===== config.mk =====
export PLATFORM = sky130hd
export DESIGN_NAME = hard_mem_1rw_rmw_adapter
export DESIGN_NICKNAME = d
export VERILOG_FILES = /design/src/rtl/hard_mem_1rw_rmw_adapter.sv
export SDC_FILE = /design/constraint.sdc
export NUM_CORES = 1
export LEC_CHECK = 0
export CAP_MARGIN = 15
export CORE_MARGIN = 1.5
export CORE_UTILIZATION = 30
export DETAILED_ROUTE_END_ITERATION = 8
export HOLD_SLACK_MARGIN = 0.12
export SYNTH_ARGS = -nofsm -noshare
export SYNTH_HDL_FRONTEND = slang
export SYNTH_SLANG_ARGS = --single-unit

===== constraint.sdc =====
create_clock -name clk_i -period 5.6 [get_ports clk_i]
set_clock_uncertainty 0.2 [all_clocks]
set_input_delay 1.12 -clock clk_i [delete_from_list [all_inputs] [get_ports clk_i]]
set_output_delay 1.12 -clock clk_i [all_outputs]
set_load 0.03 [all_outputs]

===== src/rtl/hard_mem_1rw_rmw_adapter.sv =====
`default_nettype none
// ============================================================================
// Module      : hard_mem_1rw_rmw_adapter
// Description : Request adapter in front of the 1024x46 single-port hard
//               memory wrapper. Turns a valid/ready request stream with a
//               per-bit write mask into active-low csb/web port cycles.
//               Partial writes become read-modify-write pairs, and read data
//               is returned through a 2-entry valid/yumi output queue.
// Revision    : 1.0 - initial release
// ============================================================================
module hard_mem_1rw_rmw_adapter #(
    parameter int DATA_WIDTH = 46,
    parameter int ADDR_WIDTH = 10,
    parameter int OUT_ELS    = 2
) (
    input  logic                  clk_i,
    input  logic                  reset_i,

    // request side
    input  logic                  v_i,
    input  logic                  w_i,
    input  logic [ADDR_WIDTH-1:0] addr_i,
    input  logic [DATA_WIDTH-1:0] data_i,
    input  logic [DATA_WIDTH-1:0] w_mask_i,
    output logic                  ready_o,

    // read response side
    output logic                  v_o,
    output logic [DATA_WIDTH-1:0] data_o,
    input  logic                  yumi_i,

    // hard memory wrapper port
    output logic                  mem_csb_o,
    output logic                  mem_web_o,
    output logic                  mem_wmask_o,
    output logic [ADDR_WIDTH-1:0] mem_addr_o,
    output logic [DATA_WIDTH-1:0] mem_data_o,
    input  logic [DATA_WIDTH-1:0] mem_data_i
);

    // Queue occupancy counter must hold 0..OUT_ELS, plus one spare code so
    // count + in-flight read never overflows.
    localparam int CNT_W = 2;
    // Queue depth is fixed at two entries, so a single wrapping pointer bit.
    localparam int PTR_W = 1;
    localparam logic [CNT_W-1:0] C_OUT_ELS = CNT_W'(OUT_ELS);

    typedef enum logic [0:0] {
        ST_IDLE      = 1'b0,
        ST_RMW_MERGE = 1'b1
    } state_e;

    state_e                  state_q, state_d;
    logic                    rd_inflight_q, rd_inflight_d;
    logic [ADDR_WIDTH-1:0]   addr_q, addr_d;
    logic [DATA_WIDTH-1:0]   data_q, data_d;
    logic [DATA_WIDTH-1:0]   mask_q, mask_d;

    logic [DATA_WIDTH-1:0]   q_mem_q [OUT_ELS];
    logic [DATA_WIDTH-1:0]   q_mem_d [OUT_ELS];
    logic [PTR_W-1:0]        q_wr_ptr_q, q_wr_ptr_d;
    logic [PTR_W-1:0]        q_rd_ptr_q, q_rd_ptr_d;
    logic [CNT_W-1:0]        q_count_q, q_count_d;

    logic                    w_push;
    logic                    w_pop;
    logic                    w_rd_issue;
    logic                    w_mask_full;
    logic [CNT_W-1:0]        w_occupancy;
    logic [DATA_WIDTH-1:0]   w_merged;

    // The wrapper's mask pin is unused; masking is done by read-modify-write.
    assign mem_wmask_o = 1'b1;

    // Queue handshake and slot accounting.
    // A pop in the current cycle frees a slot, so the consumer popping every
    // cycle lets reads stream at one per cycle.
    always_comb begin
        w_push      = rd_inflight_q;
        w_pop       = yumi_i && (q_count_q != '0);
        w_occupancy = q_count_q + {{(CNT_W-1){1'b0}}, rd_inflight_q}
                      - {{(CNT_W-1){1'b0}}, w_pop};
        w_mask_full = &w_mask_i;
        w_merged    = (data_q & mask_q) | (mem_data_i & ~mask_q);
    end

    // Request FSM: next state, request latching and the memory port drive.
    always_comb begin
        state_d    = state_q;
        addr_d     = addr_q;
        data_d     = data_q;
        mask_d     = mask_q;
        w_rd_issue = 1'b0;
        ready_o    = 1'b0;
        mem_csb_o  = 1'b1;
        mem_web_o  = 1'b1;
        mem_addr_o = addr_i;
        mem_data_o = data_i;

        case (state_q)
            ST_IDLE: begin
                ready_o = !reset_i && (w_occupancy < C_OUT_ELS);
                if (v_i && ready_o) begin
                    mem_csb_o = 1'b0;
                    if (!w_i) begin
                        w_rd_issue = 1'b1;
                    end else if (w_mask_full) begin
                        mem_web_o = 1'b0;
                    end else begin
                        // Partial write: fetch the old word now, merge next cycle.
                        addr_d  = addr_i;
                        data_d  = data_i;
                        mask_d  = w_mask_i;
                        state_d = ST_RMW_MERGE;
                    end
                end
            end
            ST_RMW_MERGE: begin
                mem_addr_o = addr_q;
                mem_data_o = w_merged;
                // A reset landing here drops the write so memory is untouched.
                if (!reset_i) begin
                    mem_csb_o = 1'b0;
                    mem_web_o = 1'b0;
                end
                state_d = ST_IDLE;
            end
            default: begin
                state_d = ST_IDLE;
            end
        endcase

        rd_inflight_d = w_rd_issue;
    end

    // Output queue next-state: push returning read data, pop on yumi.
    always_comb begin
        for (int i = 0; i < OUT_ELS; i++) begin
            q_mem_d[i] = q_mem_q[i];
        end
        if (w_push) begin
            q_mem_d[q_wr_ptr_q] = mem_data_i;
        end
        q_wr_ptr_d = q_wr_ptr_q + PTR_W'(w_push);
        q_rd_ptr_d = q_rd_ptr_q + PTR_W'(w_pop);
        q_count_d  = q_count_q + CNT_W'(w_push) - CNT_W'(w_pop);
    end

    // Control state register with synchronous reset.
    always_ff @(posedge clk_i) begin
        if (reset_i) begin
            state_q       <= ST_IDLE;
            rd_inflight_q <= 1'b0;
            q_wr_ptr_q    <= '0;
            q_rd_ptr_q    <= '0;
            q_count_q     <= '0;
        end else begin
            state_q       <= state_d;
            rd_inflight_q <= rd_inflight_d;
            q_wr_ptr_q    <= q_wr_ptr_d;
            q_rd_ptr_q    <= q_rd_ptr_d;
            q_count_q     <= q_count_d;
        end
    end

    // Datapath registers; contents are only meaningful when qualified by state.
    always_ff @(posedge clk_i) begin
        addr_q <= addr_d;
        data_q <= data_d;
        mask_q <= mask_d;
        for (int i = 0; i < OUT_ELS; i++) begin
            q_mem_q[i] <= q_mem_d[i];
        end
    end

    // Response outputs come straight from the queue head.
    always_comb begin
        v_o    = (q_count_q != '0);
        data_o = q_mem_q[q_rd_ptr_q];
    end

endmodule
`default_nettype wire

==> impl_summary.log, run 1 <==
INFO  metric maximum_number_of_pins_on_one_net_before_global_route_repair = 103
INFO  metric htreeDepth = 4
INFO  metric power.clock.fraction = 27.7%
INFO  metric run_status = finished clean
INFO  metric setup-tns-final = 0 ns
INFO  metric placement.io_buffers = 258
INFO  metric route.final.wire_length = 19000 µm
INFO  metric p_total = 4.30 mW
INFO  metric dieArea = 27000 µm²
INFO  metric floorplan.die.width = 164 µm
INFO  metric synth_commonest_cells = sky130_fd_sc_hd__edfxtp_1, sky130_fd_sc_hd__mux2_2, sky130_fd_sc_hd__nor2_1
INFO  metric fin_cells = 1061
INFO  metric finalHoldViolCount = 0
INFO  metric cp_max_fo = 5
INFO  metric worst_setup_path_end_kind = output pin
INFO  metric synth_most_common_cell = sky130_fd_sc_hd__edfxtp_1
INFO  metric power_leakage = 3.91 nW
INFO  metric yosys_warnings = 0
INFO  metric power_density = 378 nW/µm²
INFO  metric hold_path.class = reg2reg
INFO  metric clk_path_buf_depth = 2
INFO  metric final_net_count = 875
INFO  metric combinationalPowerShare = 28.4%
INFO  metric worstSetupPathType = in2out
INFO  metric final.min_clock_period = 4.90 ns
INFO  metric max-cap-violations = 0
INFO  metric routed_length_per_instance = 17.9 µm
INFO  metric cts.hold.buffers_added = 0
INFO  metric yosysSeqAreaShare = 76.1%
INFO  metric synth.avg_cell_area = 17.2 µm²
INFO  metric numClockSinks = 200
INFO  metric reg2regPathDepth = 10
INFO  metric gpl.final_weighted_congestion = 0.790
INFO  metric number_of_enable_type_register_cells_in_the_synthesized_netlist = 194
INFO  metric grtUsageTotal = 14.1%
INFO  metric post_cts_resized = 0
INFO  metric finalInstanceArea = 11400 µm²
INFO  metric relSlewSlack = 40.8%
INFO  metric internal_power = 2.95 mW
INFO  metric clock_tree_from_tritoncts = built
INFO  metric final_core_util = 44.7%
INFO  metric post_syn_instances = 453
INFO  metric cts.reportedPaths.clkPinSlew = 0.07 ns
INFO  metric antenna_found_initial = 0
INFO  metric placed_area = 10800 µm²
INFO  metric most_common_flop_cell_mapped_by_yosys = sky130_fd_sc_hd__edfxtp_1
INFO  metric placementRows = 58
INFO  metric antenna_violating_nets_post_route = 0
INFO  metric synth_nets = 610
INFO  metric ys_seq_elements = 200
INFO  metric async_reset_ff_share = 0%
INFO  metric grt.overflow.total = 0
INFO  metric switching_power = 1.35 mW
INFO  metric worstHoldPathCells = 3
INFO  metric share_seq_of_total_power = 43.8%
INFO  metric ir_worst_vdd = 0.183 mV
INFO  metric netlist_area = 7810 µm²
INFO  metric rsz0062_at_grt = false
INFO  metric vias_per_cell = 4.53
INFO  metric worst_skew_pair.late_latency = 0.42 ns
INFO  metric first_global_vias = 5136
INFO  metric swShare = 31.4%
INFO  metric tightest_slew = 0.888 ns
INFO  metric synth.area.top_cells = sky130_fd_sc_hd__edfxtp_1, sky130_fd_sc_hd__mux2_2, sky130_fd_sc_hd__mux2i_1
INFO  metric max_clock_freq = 0.204 GHz
INFO  metric place.detailed.instances = 1029
INFO  metric io_pins = 260
INFO  metric period_share = 87.5%
INFO  metric placeableCoreArea = 25400 µm²
INFO  metric clock_tree.root_cell = sky130_fd_sc_hd__clkbuf_16
INFO  metric firstDrtPassIters = 4
INFO  metric critical_path.startpoint_type = input port
INFO  metric setup_viol = 0
INFO  metric start_util = 30.8%
INFO  metric yosysTopAreaCell = sky130_fd_sc_hd__edfxtp_1
INFO  metric vias = 4805
INFO  metric number_of_remaining_drc_errors = 0
INFO  metric fillerInstances = 2301
INFO  metric die_height = 164 µm
INFO  metric drv_slew = 0
INFO  metric drt_first_iter_violations = 200
INFO  metric yosys.cell_types.count = 28
INFO  metric synth.top_cell.area_share = 74.6%
INFO  metric cts_post_setup_buffers_inserted = 0
INFO  metric grt_pass1_wl = 28600 µm
INFO  metric diodes_inserted = 0
INFO  metric drive_gt1_share = 13.7%
INFO  metric critPathRequiredTime = 4.28 ns
INFO  metric arrival = 3.58 ns
INFO  metric number_of_clock_buffers_inserted_by_tritoncts = 17
INFO  metric syn2layout_area_growth = 45.4%
INFO  metric hpwlAfterDp = 13200 µm
cells in the final DEF, fill, tap and decap left out, drive strengths merged, types with 3 or more instances in the layout:
cell           netlist  routed
nor4                 3       3
edfxtp             194     194
inv                  3      12
clkinv               0       5
clkbuf               4      18
nor2                49      49
dfxtp                6       6
buf                 14       6
clkdlybuf4s50        0     258
nand4               11      11
ha                   4       4
a21oi               46      46
mux2                56      56
nor2b                3       3
mux2i               46      46
registers in the layout (all words and copies together) (netlist names):
name,flops
rd_inflight_q,1
q_mem_q,92
addr_q,10
q_count_q,2
q_wr_ptr_q,1
data_q,46
q_rd_ptr_q,1
mask_q,46
state_q,1
metal layers:
layer / up-vias / global-route usage [%] / share of wire, %
li1: 2291 / - / -
met3: 9 / 4.24 / 6.6
met2: 165 / 23.9 / 49
met4: 0 / 3.97 / 1.1
met5: - / 0 / 0
met1: 2340 / 17.5 / 43
path summary, 6_finish.rpt:
path,slack [ns],endpoint,start
worst max-delay path,0.70,mem_web_o,yumi_i
worst min-delay path,0.37,q_wr_ptr_q,q_wr_ptr_q
worst max register to register,2.32,mask_q[13],q_count_q[0]
worst min register to register,0.37,q_wr_ptr_q,q_wr_ptr_q
power groups by stage:
stage / Clock, mW / Sequential [mW] / Combinational [mW]
finish: 1.19 / 1.88 / 1.22
global route: 1.29 / 1.90 / 1.30
CTS: 1.23 / 1.89 / 1.24
detailed placement: 0 / 1.92 / 1.24
global placement: 0 / 1.92 / 1.22
floorplan: 0 / 1.85 / 0.739
metrics by stage:
step	hold WS [ns]	setup WS, ns
floorplan	0.319	1.03
global placement	0.352	0.706
detailed placement	0.366	0.683
CTS	0.377	0.651
global route	0.388	0.521
finish	0.372	0.697
worst max-delay path: stages:
cell and delay, ns:
sky130_fd_sc_hd__clkdlybuf4s50_1 0.40, sky130_fd_sc_hd__and2_1 0.16, sky130_fd_sc_hd__ha_1 0.28, sky130_fd_sc_hd__inv_1 0.05
sky130_fd_sc_hd__ha_1 0.18, sky130_fd_sc_hd__xor3_1 0.24, sky130_fd_sc_hd__nor3_2 0.07, sky130_fd_sc_hd__and2_4 0.23
sky130_fd_sc_hd__o21ai_0 0.16, sky130_fd_sc_hd__clkdlybuf4s50_1 0.70
cell type report:
cell class              instances  area [µm²]  area share [%]
flip-flops and latches        200        5950            52.4
repair buffers                264        2640            23.2
multi-input cells             232        1780            15.7
clock buffers                  18         429            3.78
well taps                     330         413            3.63
clock inverters                14         134            1.18
inverters                       3        11.3          0.0991
cells by family after synthesis:
family          count (synthesis)  synth area share, %
other cells                     1               0.0480
simple gates                   75                 4.48
buf+inv                        21                 1.22
mux                           102                 14.0
flops                         200                 76.1
fa+ha+maj                       4                0.641
compound gates                 48                 3.14
xor+xnor                        2                0.416
No activity file was read; power rests on OpenSTA's default activity.
==> run 2: changes to the inputs <==
--- a/config.mk
+++ b/config.mk
@@ -5,7 +5,8 @@
 export SDC_FILE = /design/constraint.sdc
 export NUM_CORES = 1
 export LEC_CHECK = 0
-export CAP_MARGIN = 15
+export ABC_AREA = 1
+export CAP_MARGIN = 20
 export CORE_MARGIN = 1.5
 export CORE_UTILIZATION = 30
 export DETAILED_ROUTE_END_ITERATION = 8
==> run 2 against run 1 <==
  * First-iteration DRC count is 34% higher
  * Hold slack worse by 0.0028 ns
  * Largest power group unchanged
  * Largest cell class unchanged
  * Design area is 0.94% higher
  * Critical endpoint unchanged
==> impl_summary.log, run 2 <==
INFO  metric yosys_warnings = 0
INFO  metric synth_nets = 771
INFO  metric syn2layout_area_growth = 44.4%
INFO  metric drv_slew = 0
INFO  metric hold_path.class = reg2reg
INFO  metric number_of_enable_type_register_cells_in_the_synthesized_netlist = 194
INFO  metric yosys.cell_types.count = 19
INFO  metric routed_length_per_instance = 15.8 µm
INFO  metric htreeDepth = 4
INFO  metric run_status = finished clean
INFO  metric largest_register = q_mem_q
INFO  metric fin_cells = 1222
INFO  metric drt_first_iter_violations = 268
INFO  metric cts.reportedPaths.clkPinSlew = 0.07 ns
INFO  metric critical_path.startpoint_type = input port
INFO  metric max-cap-violations = 0
INFO  metric antenna_found_initial = 1
INFO  metric timing.hold.worst.start = q_wr_ptr_q
INFO  metric arrival = 3.49 ns
INFO  metric power_density = 370 nW/µm²
INFO  metric number_of_clock_buffers_inserted_by_tritoncts = 17
INFO  metric cp_max_fo = 4
INFO  metric firstDrtPassIters = 4
INFO  metric start_util = 30.6%
INFO  metric route.final.wire_length = 19400 µm
INFO  metric post_cts_resized = 0
INFO  metric worstHoldPathCells = 3
INFO  metric synth.avg_cell_area = 12.9 µm²
INFO  metric async_reset_ff_share = 0%
INFO  metric synth.area.top_cells = sky130_fd_sc_hd__edfxtp_1, sky130_fd_sc_hd__nand2_1, sky130_fd_sc_hd__mux2i_1
INFO  metric yosysSeqAreaShare = 74.9%
INFO  metric critPathRequiredTime = 4.28 ns
INFO  metric worst_setup_path_end_kind = output pin
INFO  metric final_net_count = 1031
INFO  metric cts_post_setup_buffers_inserted = 0
INFO  metric clock_tree_from_tritoncts = built
INFO  metric placement.io_buffers = 258
INFO  metric most_common_flop_cell_mapped_by_yosys = sky130_fd_sc_hd__edfxtp_1
INFO  metric commonest_cells_after_routing_fill_and_taps_aside = sky130_fd_sc_hd__clkdlybuf4s50_1, sky130_fd_sc_hd__nand2_1, sky130_fd_sc_hd__edfxtp_1
INFO  metric first_global_vias = 5412
INFO  metric place.detailed.instances = 1190
INFO  metric flip_flop_count_of_the_largest_register_all_copies_and_words_added = 92
INFO  metric timing.reg2reg.setup_slack = 2.76 ns
INFO  metric placeableCoreArea = 26000 µm²
INFO  metric r2r_start = q_count_q[1]
INFO  metric die_height = 166 µm
INFO  metric grt.overflow.total = 0
INFO  metric dieArea = 27400 µm²
INFO  metric worstSetupPathType = in2out
INFO  metric relSlewSlack = 34.2%
INFO  metric setup-tns-final = 0 ns
INFO  metric clock_tree.root_cell = sky130_fd_sc_hd__clkbuf_16
INFO  metric fin_hold_ws = 0.369 ns
INFO  metric cts.hold.buffers_added = 0
INFO  metric synth_most_common_cell = sky130_fd_sc_hd__nand2_1
INFO  metric netlist_area = 7940 µm²
INFO  metric maximum_number_of_pins_on_one_net_before_global_route_repair = 77
INFO  metric drive_gt1_share = 4.74%
INFO  metric ir_worst_vdd = 0.160 mV
INFO  metric p_total = 4.25 mW
INFO  metric number_of_remaining_drc_errors = 0
INFO  metric vias = 5266
INFO  metric post_syn_instances = 614
INFO  metric grtUsageTotal = 14.1%
INFO  metric final.min_clock_period = 4.81 ns
INFO  metric antenna_violating_nets_post_route = 0
INFO  metric floorplan.die.width = 166 µm
INFO  metric io_pins = 260
INFO  metric hpwlAfterDp = 13400 µm
INFO  metric vias_per_cell = 4.31
INFO  metric ys_seq_elements = 200
INFO  metric top_regs = q_mem_q (92), data_q (46), mask_q (46)
INFO  metric power_leakage = 4.33 nW
INFO  metric holdPathEnd = q_wr_ptr_q
INFO  metric synth_commonest_cells = sky130_fd_sc_hd__nand2_1, sky130_fd_sc_hd__edfxtp_1, sky130_fd_sc_hd__o21ai_1
INFO  metric critical_path.reg2reg.endpoint = mask_q[44]
INFO  metric finalHoldViolCount = 0
INFO  metric yosysTopAreaCell = sky130_fd_sc_hd__edfxtp_1
INFO  metric gpl.final_weighted_congestion = 0.733
INFO  metric clk_path_buf_depth = 2
INFO  metric final_core_util = 44.1%
INFO  metric numClockSinks = 200
INFO  metric tightest_slew = 0.985 ns
INFO  metric worst_skew_pair.late_latency = 0.42 ns
INFO  metric grt_pass1_wl = 29800 µm
INFO  metric synth.top_cell.area_share = 73.4%
INFO  metric final_common_cell = sky130_fd_sc_hd__clkdlybuf4s50_1
INFO  metric rsz0062_at_grt = false
INFO  metric setup_viol = 0
INFO  metric placementRows = 59
INFO  metric max_clock_freq = 0.208 GHz
INFO  metric period_share = 85.9%
INFO  metric reg2regPathDepth = 13
-- run 2: changes by cell type after synthesis, sizes merged, moves of 9 or more --
cell / change
nand2: +252
mux2: -56
o21ai: +46
a21oi: -45
nor2: -27
inv: +9
nand4: -9
-- run 2: layout make-up --
| cell class | count | area, µm² |
|---|---|---|
| Sequential cell | 200 | 5950 |
| Inverter | 12 | 46.3 |
| Fill cell | 2440 | 14500 |
| Clock inverter | 14 | 143 |
| Antenna cell | 1 | 2.50 |
| Tap cell | 335 | 419 |
| Clock buffer | 17 | 425 |
| Multi-Input combinational cell | 379 | 1830 |
| Timing Repair Buffer | 264 | 2650 |
-- run 2: worst max-delay path: stages --
cell	delay, ns
sky130_fd_sc_hd__clkdlybuf4s50_1	0.40
sky130_fd_sc_hd__nand2_1	0.11
sky130_fd_sc_hd__inv_1	0.05
sky130_fd_sc_hd__ha_1	0.27
sky130_fd_sc_hd__inv_1	0.04
sky130_fd_sc_hd__ha_1	0.18
sky130_fd_sc_hd__xnor2_1	0.17
sky130_fd_sc_hd__inv_1	0.06
sky130_fd_sc_hd__nand2_1	0.05
sky130_fd_sc_hd__nand2_1	0.09
sky130_fd_sc_hd__nand3_1	0.10
sky130_fd_sc_hd__nand2_1	0.10
sky130_fd_sc_hd__nand2_1	0.08
sky130_fd_sc_hd__clkdlybuf4s50_1	0.66
-- run 2: how the worst max path moves through the flow --
stage          depth (start not counted)         to  slack [ns]    from
6_report                              14  mem_web_o        0.79  yumi_i
5_1_grt                               14  mem_web_o        0.62  yumi_i
4_1_cts                               14  mem_web_o        0.78  yumi_i
3_5_place_dp                          14  mem_web_o        0.79  yumi_i
3_3_place_gp                          14  mem_web_o        0.77  yumi_i
2_1_floorplan                         10  addr_q[0]        0.12  yumi_i
-- run 2: where the power goes --
part,leakage [nW],internal (mW),switching [mW]
combinational,2.24,0.488,0.763
sequential,1.81,1.77,0.0334
clock,0.276,0.625,0.569
-- run 2: cells by family (layout without fill, tap and decap cells) --
logic type / count (synthesis) / in the layout / synth area share [%]
compound gates: 48 / 48 / 3.03
xor+xnor: 1 / 1 / 0.110
fa+ha+maj: 4 / 4 / 0.630
buf+inv: 35 / 307 / 2.19
flops: 200 / 200 / 74.9
mux: 46 / 46 / 5.80
other cells: 1 / 2 / 0.0472
simple gates: 279 / 279 / 13.3
-- run 2: layer usage --
metal  vias up  track usage [%]  part of all wire, %
li1       2645                -                    -
met1      2451             17.2                   43
met2       159             24.1                   49
met3        11             4.42                  6.1
met4         0             3.64                  1.1
met5         -                0                    0
-- run 2: per-stage QoR --
step | area (µm²) | worst slack (ns)
detailed placement | 10900 | 0.785
finish | 11500 | 0.789
global placement | 10900 | 0.771
global route | 11500 | 0.617
CTS | 11500 | 0.775
floorplan | 7940 | 0.117
==> run 3: changes to the inputs <==
--- a/config.mk
+++ b/config.mk
@@ -8,9 +8,10 @@
 export ABC_AREA = 1
 export CAP_MARGIN = 20
 export CORE_MARGIN = 1.5
-export CORE_UTILIZATION = 30
+export CORE_UTILIZATION = 42
 export DETAILED_ROUTE_END_ITERATION = 8
 export HOLD_SLACK_MARGIN = 0.12
+export PLACE_DENSITY = 0.77
 export SYNTH_ARGS = -nofsm -noshare
 export SYNTH_HDL_FRONTEND = slang
 export SYNTH_SLANG_ARGS = --single-unit
==> run 3 against run 2 <==
  * Critical path depth stayed put
  * Cell count is 8.2% lower
  * Global-route usage is 4.9 points higher
  * Sequential cell count stayed put
  * Die area is 28% lower
  * First-iteration DRC count is 1.1% lower
  * Core utilization is 17 points higher
  * Clock power is 6% higher
  * Design area is 0.80% lower
  * Non-clock buffer count stayed put
  * Total power is 1.2% higher
  * Highest routed layer unchanged
==> impl_summary.log, run 3 (synthesis gave the netlist of run 2 again) <==
INFO  metric setup_viol = 0
INFO  metric power_density = 378 nW/µm²
INFO  metric run_status = finished clean
INFO  metric grt.overflow.total = 0
INFO  metric placeableCoreArea = 18600 µm²
INFO  metric grt_pass1_wl = 28300 µm
INFO  metric r2r_start = q_count_q[1]
INFO  metric rsz0062_at_grt = false
INFO  metric hold_path.class = reg2reg
INFO  metric maximum_number_of_pins_on_one_net_before_global_route_repair = 61
INFO  metric arrival = 3.48 ns
INFO  metric top_regs = q_mem_q (92), data_q (46), mask_q (46)
INFO  metric commonest_cells_after_routing_fill_and_taps_aside = sky130_fd_sc_hd__clkdlybuf4s50_1, sky130_fd_sc_hd__nand2_1, sky130_fd_sc_hd__edfxtp_1
INFO  metric timing.reg2reg.setup_slack = 2.51 ns
INFO  metric finalHoldViolCount = 0
INFO  metric number_of_remaining_drc_errors = 0
INFO  metric worst_setup_path_end_kind = output pin
INFO  metric vias = 5363
INFO  metric timing.hold.worst.start = q_wr_ptr_q
INFO  metric gpl.final_weighted_congestion = 0.837
INFO  metric clk_path_buf_depth = 2
INFO  metric tightest_slew = 0.881 ns
INFO  metric cp_max_fo = 4
INFO  metric floorplan.die.width = 140 µm
INFO  metric antenna_violating_nets_post_route = 0
INFO  metric final_net_count = 1031
INFO  metric flip_flop_count_of_the_largest_register_all_copies_and_words_added = 92
INFO  metric vias_per_cell = 4.78
INFO  metric route.final.wire_length = 18200 µm
INFO  metric dieArea = 19700 µm²
INFO  metric clock_tree.root_cell = sky130_fd_sc_hd__clkbuf_16
INFO  metric placement.io_buffers = 258
INFO  metric cts.reportedPaths.clkPinSlew = 0.07 ns
INFO  metric power_leakage = 4.34 nW
INFO  metric final_common_cell = sky130_fd_sc_hd__clkdlybuf4s50_1
INFO  metric firstDrtPassIters = 5
INFO  metric ir_worst_vdd = 0.209 mV
INFO  metric final.min_clock_period = 4.80 ns
INFO  metric multi_input_combinational_cell_area = 1830 µm²
INFO  metric period_share = 85.8%
INFO  metric drt_first_iter_violations = 265
INFO  metric post_cts_resized = 0
INFO  metric ff_latch_area = 5950 µm²
INFO  metric max_clock_freq = 0.208 GHz
INFO  metric io_pins = 260
INFO  metric critical_path.startpoint_type = input port
INFO  metric drv_slew = 0
INFO  metric first_global_vias = 5254
INFO  metric fin_cells = 1122
INFO  metric grtUsageTotal = 19.0%
INFO  metric critical_path.reg2reg.endpoint = data_q[0]
INFO  metric cts_post_setup_buffers_inserted = 0
INFO  metric die_height = 140 µm
INFO  metric cts.hold.buffers_added = 0
INFO  metric htreeDepth = 4
INFO  metric holdPathEnd = q_wr_ptr_q
INFO  metric syn2layout_area_growth = 43.3%
INFO  metric routed_length_per_instance = 16.3 µm
INFO  metric reg2regPathDepth = 13
INFO  metric placementRows = 50
INFO  metric critPathRequiredTime = 4.28 ns
INFO  metric worstHoldPathCells = 3
INFO  metric worst_skew_pair.late_latency = 0.43 ns
INFO  metric largest_register = q_mem_q
INFO  metric setup-tns-final = 0 ns
INFO  metric drive_gt1_share = 5.07%
INFO  metric number_of_clock_buffers_inserted_by_tritoncts = 17
INFO  metric place.detailed.instances = 1089
INFO  metric relSlewSlack = 41.2%
INFO  metric max-cap-violations = 0
INFO  metric worstSetupPathType = in2out
INFO  metric antenna_found_initial = 1
INFO  metric hpwlAfterDp = 12700 µm
INFO  metric clock_tree_from_tritoncts = built
INFO  metric start_util = 42.6%
INFO  metric fillerInstances = 1450
INFO  metric numClockSinks = 200
[run 3: changes by cell type in the layout (fill, tap and decap cells not counted), moves of 2 or more]
| cell | delta |
|---|---|
| sky130_fd_sc_hd__clkinv_1 | -2 |
| sky130_fd_sc_hd__clkinvlp_4 | +2 |
| sky130_fd_sc_hd__clkinv_8 | +2 |
| sky130_fd_sc_hd__clkinv_4 | -4 |
| sky130_fd_sc_hd__inv_8 | -2 |
| sky130_fd_sc_hd__inv_6 | +4 |
[run 3: where the power goes]
part	internal, mW	total [mW]	switching, mW	leakage [nW]
Combinational	0.485	1.24	0.754	2.23
Sequential	1.77	1.80	0.0339	1.81
Clock	0.679	1.26	0.577	0.290
Total	2.93	4.30	1.36	4.34
[run 3: critical path, stage by stage]
cell,delay [ns]
sky130_fd_sc_hd__clkdlybuf4s50_1,0.41
sky130_fd_sc_hd__nand2_1,0.11
sky130_fd_sc_hd__inv_1,0.05
sky130_fd_sc_hd__ha_1,0.26
sky130_fd_sc_hd__inv_1,0.04
sky130_fd_sc_hd__ha_1,0.18
sky130_fd_sc_hd__xnor2_1,0.17
sky130_fd_sc_hd__inv_1,0.06
sky130_fd_sc_hd__nand2_1,0.05
sky130_fd_sc_hd__nand2_1,0.11
sky130_fd_sc_hd__nand3_1,0.12
sky130_fd_sc_hd__nand2_1,0.07
sky130_fd_sc_hd__nand2_1,0.06
sky130_fd_sc_hd__clkdlybuf4s50_1,0.66
[run 3: through the flow]
step | hold slack [ns] | instance area, µm² | total power, mW | utilization (%) | worst slack, ns
after floorplan | 0.319 | 7940 | 2.52 | - | 0.117
after global placement | 0.351 | 10800 | 3.07 | 57.7 | 0.797
after detailed placement | 0.366 | 10800 | 3.09 | 57.7 | 0.774
after CTS | 0.388 | 11400 | 4.34 | 61.0 | 0.772
after global routing | 0.428 | 11400 | 4.48 | 61.0 | 0.634
final | 0.389 | 11400 | 4.30 | 61.0 | 0.798
[run 3: per-layer routing]
metal,GRT usage [%],vias to the layer above,wire length (µm)
met2,32.7,176,9240
met4,8.72,0,522
li1,-,2668,-
met3,4.48,34,969
met5,0,-,0
met1,22.6,2485,7510
[run 3: worst max-delay path by stage]
stage / from / end / slack [ns] / cells past startpoint
final: yumi_i / mem_web_o / 0.80 / 14
after detailed placement: yumi_i / mem_web_o / 0.77 / 14
after floorplan: yumi_i / addr_q[0] / 0.12 / 10
after global routing: yumi_i / mem_csb_o / 0.63 / 14
after global placement: yumi_i / mem_web_o / 0.80 / 14
after CTS: yumi_i / mem_web_o / 0.77 / 14
[run 3: area by class of cell]
cell class	count	share of cell area [%]
antenna	1	0.0220
clock buffer	17	3.74
clock inverter	15	1.67
inverter	12	0.407
multi-input combinational	379	16.1
sequential	200	52.3
tap	234	2.57
timing repair buffer	264	23.2
